[src/rtl/register_file_mw_sb.sv]
// ID-stage register file: two async read ports, two sync write ports (port 1 has priority),
// per-register busy scoreboard and raw debug read port. Optional forwarding: WRITE_BYPASS_EN.
module register_file_mw_sb #(
  parameter int RegWidth = 16,
  parameter int AddrBits = 3
) (
  input  logic                CLK,
  input  logic                RST_N,
  input  logic                WriteEN0,
  input  logic [AddrBits-1:0] WriteAddr0,
  input  logic [RegWidth-1:0] WriteData0,
  input  logic                WriteEN1,
  input  logic [AddrBits-1:0] WriteAddr1,
  input  logic [RegWidth-1:0] WriteData1,
  input  logic [AddrBits-1:0] ReadAddr1,
  input  logic [AddrBits-1:0] ReadAddr2,
  output logic [RegWidth-1:0] ReadData1,
  output logic [RegWidth-1:0] ReadData2,
  output logic                ReadBusy1,
  output logic                ReadBusy2,
  input  logic                BusyEN,
  input  logic [AddrBits-1:0] BusyAddr,
  input  logic [AddrBits-1:0] inr,
  output logic [RegWidth-1:0] out_value
);

  localparam int Depth = 2 ** AddrBits;

  logic [RegWidth-1:0] r_regs [Depth];
  logic [Depth-1:0]    r_busy;
  logic [Depth-1:0]    w_busy_next;
  logic [RegWidth-1:0] w_data1;
  logic [RegWidth-1:0] w_data2;
  logic                w_busy1;
  logic                w_busy2;

  // Per-register scoreboard: a write-back clears, an issue sets; set is applied last so it wins.
  always_comb begin
    w_busy_next = r_busy;
    for (int a = 0; a < Depth; a++) begin
      if ((WriteEN0 && WriteAddr0 == AddrBits'(a)) || (WriteEN1 && WriteAddr1 == AddrBits'(a)))
        w_busy_next[a] = 1'b0;
      if (BusyEN && BusyAddr == AddrBits'(a))
        w_busy_next[a] = 1'b1;
    end
  end

  // Port 1 write is issued second so it overrides port 0 on an address collision.
  always_ff @(posedge CLK or negedge RST_N) begin
    if (!RST_N) begin
      for (int i = 0; i < Depth; i++) r_regs[i] <= '0;
      r_busy <= '0;
    end else begin
      if (WriteEN0) r_regs[WriteAddr0] <= WriteData0;
      if (WriteEN1) r_regs[WriteAddr1] <= WriteData1;
      r_busy <= w_busy_next;
    end
  end

  always_comb begin
    w_data1 = r_regs[ReadAddr1];
    w_data2 = r_regs[ReadAddr2];
    w_busy1 = r_busy[ReadAddr1];
    w_busy2 = r_busy[ReadAddr2];
`ifdef WRITE_BYPASS_EN
    // Same-cycle forwarding; a forwarded operand is by definition no longer pending.
    if (WriteEN1 && WriteAddr1 == ReadAddr1) begin
      w_data1 = WriteData1;
      w_busy1 = 1'b0;
    end else if (WriteEN0 && WriteAddr0 == ReadAddr1) begin
      w_data1 = WriteData0;
      w_busy1 = 1'b0;
    end
    if (WriteEN1 && WriteAddr1 == ReadAddr2) begin
      w_data2 = WriteData1;
      w_busy2 = 1'b0;
    end else if (WriteEN0 && WriteAddr0 == ReadAddr2) begin
      w_data2 = WriteData0;
      w_busy2 = 1'b0;
    end
`endif
  end

  // Outputs are forced to zero while reset is held so no bypass value leaks out.
  always_comb begin
    ReadData1 = RST_N ? w_data1 : '0;
    ReadData2 = RST_N ? w_data2 : '0;
    ReadBusy1 = RST_N & w_busy1;
    ReadBusy2 = RST_N & w_busy2;
    out_value = RST_N ? r_regs[inr] : '0;
  end

endmodule

[config.mk]
export PLATFORM = sky130hd
export DESIGN_NAME = register_file_mw_sb
export DESIGN_NICKNAME = d
export VERILOG_FILES = /design/src/rtl/register_file_mw_sb.sv
export SDC_FILE = /design/constraint.sdc
export NUM_CORES = 1
export LEC_CHECK = 0
export CAP_MARGIN = 20
export CORE_MARGIN = 5
export CORE_UTILIZATION = 58
export CTS_CLUSTER_SIZE = 14
export DETAILED_ROUTE_END_ITERATION = 6
export PLACE_DENSITY = 0.83
export SLEW_MARGIN = 15
export SYNTH_ARGS = -nofsm -noshare
export SYNTH_HDL_FRONTEND = slang
export SYNTH_SLANG_ARGS = --single-unit
[constraint.sdc]
create_clock -name CLK -period 2.1 [get_ports CLK]
set_input_delay 0.42 -clock CLK [delete_from_list [all_inputs] [get_ports CLK]]
set_output_delay 0.42 -clock CLK [all_outputs]
set_load 0.005 [all_outputs]
==> flow_summary.json, run 1 <==
{
  "cts-root-buf": "clkbuf_16",
  "remaining_drc_errors": 3,
  "clk_pin_slew_ns": 0.06,
  "final_cell_area_um2": 13000,
  "arrival_ns": 1.98,
  "dp.cells": 1282,
  "io_buffer_count": 104,
  "finClkSkew_ns": 0,
  "start_kind": "flip-flop",
  "ys_ff_latch": 136,
  "final_layout_size_suffix_gt1_frac": 0.363,
  "place_area_um2": 11800,
  "yosys.area.top_type_share": 0.333,
  "setup_ws_ns": -0.297,
  "ir_worst_vdd_uv": 665,
  "vias_per_cell": 7.65,
  "path_buf_inv": 2,
  "cts_made_buffers": 17,
  "initial_utilization": 0.592,
  "avgSynthCellArea_um2": 10.5,
  "rsz0062_at_grt": "yes",
  "clock_latency_ns": 0.43,
  "final_cells": 1351,
  "floorplan.die.height_um": 143,
  "area_growth_pct": 27.1,
  "syn_area_um2": 10200,
  "path_delay_family": "compound AO/OA/AOI/OAI gates",
  "cts_buffer_depth": 2,
  "yosysMostFrequentCell": "mux2i_1",
  "slowest_stage": "a221oi_2",
  "dr.pass1.iters": 7,
  "maxCapViolations": 0,
  "violations": "design-rule violations, negative setup slack",
  "critPathRequiredTime_ns": 1.68,
  "cts_tree": "built",
  "crit_type": "flip-flop to output port",
  "min_period_over_period": 1.14,
  "cp-end-kind": "output port",
  "hp-class": "primary input to asynchronous set/reset pin",
  "io_pins": 105,
  "finalHoldViolCount": 0,
  "grt_overflow": 0,
  "status": "finished, violations left",
  "fp-row-count": 48,
  "ys_async_sr_fraction": 1.00,
  "htreeDepth": 4,
  "antenna_found_initial": 1,
  "synth_nets": 1034,
  "syn-instance-count": 979,
  "drt-total-wl_um": 42700,
  "yosys.area.top_type": "dfrtp_1",
  "num-fill-cells": 964,
  "cts_sinks": 136,
  "die_w_um": 143,
  "ys_types": 35,
  "finalCriticalPeriod_ns": 2.40,
  "tightest_slew_ns": 0.751,
  "seq_area_um2": 3400,
  "max_freq_mhz": 417,
  "core_area_um2": 17300,
  "yosysWarnings": 0,
  "synth_common_cells": "mux2i_1, dfrtp_1, nand2_1",
  "grt_pass1_vias": 10300,
  "drv_slew": 0,
  "dp_slack_ns": -0.825,
  "synth-edff-count": 0,
  "antenna_cells": 0,
  "fin_nets": 1168,
  "synthTopCellsByArea": "dfrtp_1, mux2i_1, mux4_2",
  "powerDensity_nw_per_um2": 870,
  "grt.total_usage": 0.393,
  "multiInputGateArea_um2": 6090,
  "slew_headroom": 0.485,
  "grt_max_degree": 34,
  "dp_hpwl_um": 22700,
  "wl_per_cell_um": 31.6,
  "dieArea_um2": 20400,
  "initialDrtViolationCount": 2221,
  "synth-seq-area-share": 0.333,
  "synth_flop_cell": "dfrtp_1",
  "fin_tns_setup_ns": -2.30,
  "slowest_delay_ns": 0.49,
  "p_leak_nw": 5.80,
  "grt_first_pass_wirelength_um": 60700,
  "cp_max_fo": 4,
  "vias": 10300,
  "postRouteAntennaNets": 0,
  "crit_chain": "mux4_2 -> inv_2 -> a221oi_2 -> buf_2",
  "setup_viol": 31,
  "finalWeightedCongestion": 0.916
}
==> report_power, final <==
| part | internal [mW] | switching (mW) | leakage, nW |
|---|---|---|---|
| clock | 2.35 | 1.25 | 0.332 |
| sequential | 3.20 | 0.780 | 1.61 |
| combinational | 1.82 | 1.91 | 3.87 |
==> layout make-up <==
class,count,area share
Clock inverter,11,0.0166
Inverter,52,0.0151
Sequential cell,136,0.262
Multi-Input combinational cell,675,0.469
Clock buffer,21,0.0370
Tap cell,225,0.0217
Timing Repair Buffer,231,0.179
==> cells by family (layout without fill, tap and decap cells) <==
kind of cell / count (synthesis) / after routing / share of synthesized area
buffers and inverters: 168 / 315 / 0.0966
AOI/OAI and AO/OA: 236 / 236 / 0.157
muxes: 278 / 278 / 0.339
DFF: 136 / 136 / 0.333
and+or+nand+nor: 161 / 161 / 0.0744
==> final timing paths <==
path                       startpoint            to  slack (ns)  cells after the start
setup / recovery           r_regs[68]  out_value[4]       -0.30                      4
hold / removal                  RST_N    r_regs[80]        0.12                      2
setup reg to reg           r_regs[32]    r_regs[32]        0.44                      2
hold reg to reg             r_busy[6]     r_busy[6]        0.56                      2
max in group asynchronous       RST_N    r_regs[72]        1.41                      3
min in group CLK            r_busy[6]     r_busy[6]        0.56                      2
==> registers in the layout, indices dropped and copies added (netlist names) <==
register,flops
r_busy,8
r_regs,128
==> repair_timing <==
action / in CTS / in global routing
hold buffers: 0 / 0
pin swaps: 9 / 6
setup buffers: 37 / 11
cloned: 3 / 0
endpoints found under the setup margin: 50 / 39
resized for setup: 293 / 58
==> routing by layer <==
metal | track usage | part of all wire | routed length [um] | vias to the layer above
li1 | - | - | - | 3851
met1 | 0.477 | 0.32 | 13700 | 4768
met2 | 0.574 | 0.42 | 17800 | 1224
met3 | 0.154 | 0.15 | 6600 | 485
met4 | 0.277 | 0.10 | 4470 | 2
met5 | 0 | 0.00030 | 13 | -
==> stage by stage <==
step | total power, mW | hold WS (ns) | utilization
global placement | 6.73 | 0.498 | 0.685
finish | 11.3 | 0.118 | 0.752
detailed placement | 6.91 | 0.508 | 0.685
floorplan | 5.69 | 0.124 | -
CTS | 10.7 | 0.0803 | 0.741
global route | 11.6 | 0.0827 | 0.752
==> layout by cell type, fill, tap and decap left out, types with 35 or more instances in the layout <==
cell type / instances
nand2_1: 66
buf_2: 51
nor2_1: 64
dfrtp_1: 135
o21ai_1: 74
mux2i_1: 177
mux4_2: 50
a21oi_1: 64
clkdlybuf4s50_1: 44
buf_12: 35
buf_4: 69
a221oi_2: 43
(Power assumes the default switching activity.)
==> inputs of run 2 (changes only) <==
Settings changed: CORE_UTILIZATION 58 to 63, PLACE_DENSITY 0.83 to 0.89.
Clock period 2.1 ns to 2.8 ns, I/O delays scaled along.
==> flow_summary.json, run 2 (synthesis results as in run 1) <==
{
  "place_area_um2": 11600,
  "grt_max_degree": 34,
  "initialDrtViolationCount": 2102,
  "vias": 9958,
  "crit_start": "ReadAddr1[1]",
  "floorplan.die.height_um": 137,
  "top_regs": "r_regs: 128 flops, r_busy: 8 flops",
  "tightest_slew_ns": 0.559,
  "cts_tree": "built",
  "arrival_ns": 2.20,
  "powerDensity_nw_per_um2": 616,
  "ir_worst_vdd_uv": 496,
  "finClkSkew_ns": 0,
  "antenna_cells": 0,
  "largest_reg_flops": 128,
  "area_growth_pct": 20.9,
  "min_period_over_period": 0.984,
  "setup_viol": 0,
  "cts_made_buffers": 17,
  "drt-total-wl_um": 38800,
  "start_kind": "primary input",
  "cts-root-buf": "clkbuf_16",
  "dp_hpwl_um": 22100,
  "rr_startpoint": "r_regs[13]",
  "io_buffer_count": 104,
  "slew_headroom": 0.627,
  "p_leak_nw": 5.65,
  "rsz0062_at_grt": "no",
  "mostFrequentLayoutCells": "mux2i_1, dfrtp_1, buf_4",
  "final_cell_area_um2": 12400,
  "status": "finished, violations left",
  "htreeDepth": 4,
  "fp-row-count": 46,
  "crit_type": "primary input to output port",
  "antenna_found_initial": 2,
  "grt_pass1_vias": 10100,
  "setup_ws_ns": 0.0436,
  "cts_sinks": 136,
  "cp_max_fo": 8,
  "grt.total_usage": 0.411,
  "finalWeightedCongestion": 0.918,
  "cp-end-kind": "output port",
  "grt_overflow": 0,
  "initial_utilization": 0.644,
  "fin_nets": 1141,
  "core_area_um2": 15900,
  "postLayoutCoreUtil": 0.779,
  "vias_per_cell": 7.59,
  "maxCapViolations": 0,
  "num-fill-cells": 864,
  "dieArea_um2": 18900,
  "postRouteAntennaNets": 0,
  "wl_per_cell_um": 29.6,
  "grt_first_pass_wirelength_um": 58200,
  "max_freq_mhz": 363,
  "hp-class": "primary input to asynchronous set/reset pin",
  "io_pins": 105,
  "critPathRequiredTime_ns": 2.24,
  "drv_slew": 0,
  "fin_tns_setup_ns": 0,
  "finalHoldViolCount": 0,
  "clock_latency_ns": 0.43,
  "final_layout_size_suffix_gt1_frac": 0.248,
  "dr.pass1.iters": 7,
  "violations": "design-rule violations",
  "final_common_cell": "mux2i_1",
  "cts_buffer_depth": 2,
  "clk_pin_slew_ns": 0.05,
  "die_w_um": 137,
  "largest-register": "r_regs",
  "finalCriticalPeriod_ns": 2.76,
  "dp_slack_ns": -0.414,
  "remaining_drc_errors": 7
}
## run 2: cell types whose count changed in the layout (fill, tap and decap cells not counted), moves of 21 or more
| cell | before | now |
|---|---|---|
| inv_2 | 34 | 0 |
| dlygate4sd2_1 | 1 | 43 |
| buf_2 | 51 | 5 |
| inv_1 | 17 | 51 |
| o21ai_0 | 32 | 53 |
## run 2: path summary, 6_finish.rpt
check | slack (ns) | end | depth (start not counted)
min in group CLK | 0.59 | r_busy[4] | 2
worst min register to register | 0.59 | r_busy[4] | 2
max in group asynchronous | 1.60 | r_regs[35] | 2
worst max register to register | 1.82 | r_regs[13] | 2
worst min-delay path | 0.22 | r_regs[93] | 2
worst max-delay path | 0.04 | ReadData1[6] | 8
## run 2: worst max-delay path, cell delays in order
cell and delay (ns):
dlygate4sd2_1 0.26, buf_12 0.15, buf_4 0.15, nand2b_2 0.13
buf_4 0.14, o21ai_0 0.17, a221oi_2 0.42, clkbuf_2 0.20
## run 2: power by group
group / internal (mW) / switching, mW
sequential: 2.40 / 0.594
combinational: 1.22 / 1.21
clock: 1.32 / 0.870
total: 4.94 / 2.68
## run 2: what timing repair did
item,4_1_cts,5_1_grt
resized for setup,71,8
gates cloned,2,0
hold buffers,1,0
buffers inserted,8,5
hold endpoints to repair,9,0
pin swaps,0,1
setup endpoints to repair,50,8
## run 2: layout make-up
class                      count  area [um2]  share of cell area
multi-input combinational    675        5910               0.478
sequential                   136        3400               0.275
timing repair buffer         204        2040               0.165
clock buffer                  26         509              0.0412
tap                          216         270              0.0218
inverter                      52         195              0.0158
clock inverter                 3        40.0             0.00324
## run 2: routing by layer
layer	vias up	wire [um]	track usage
met5	-	13	0
met4	2	3700	0.303
met3	408	6250	0.146
met2	1199	16400	0.604
met1	4560	12400	0.498
li1	3789	-	-
## run 2: metrics by stage
step | total power [mW] | instances | hold WS, ns
4_1_cts | 7.35 | 1307 | 0.185
6_report | 7.62 | 1312 | 0.225
2_1_floorplan | 4.27 | 979 | 0.264
5_1_grt | 7.82 | 1312 | 0.199
3_5_place_dp | 5.15 | 1267 | 0.438
3_3_place_gp | 4.99 | 1267 | 0.438
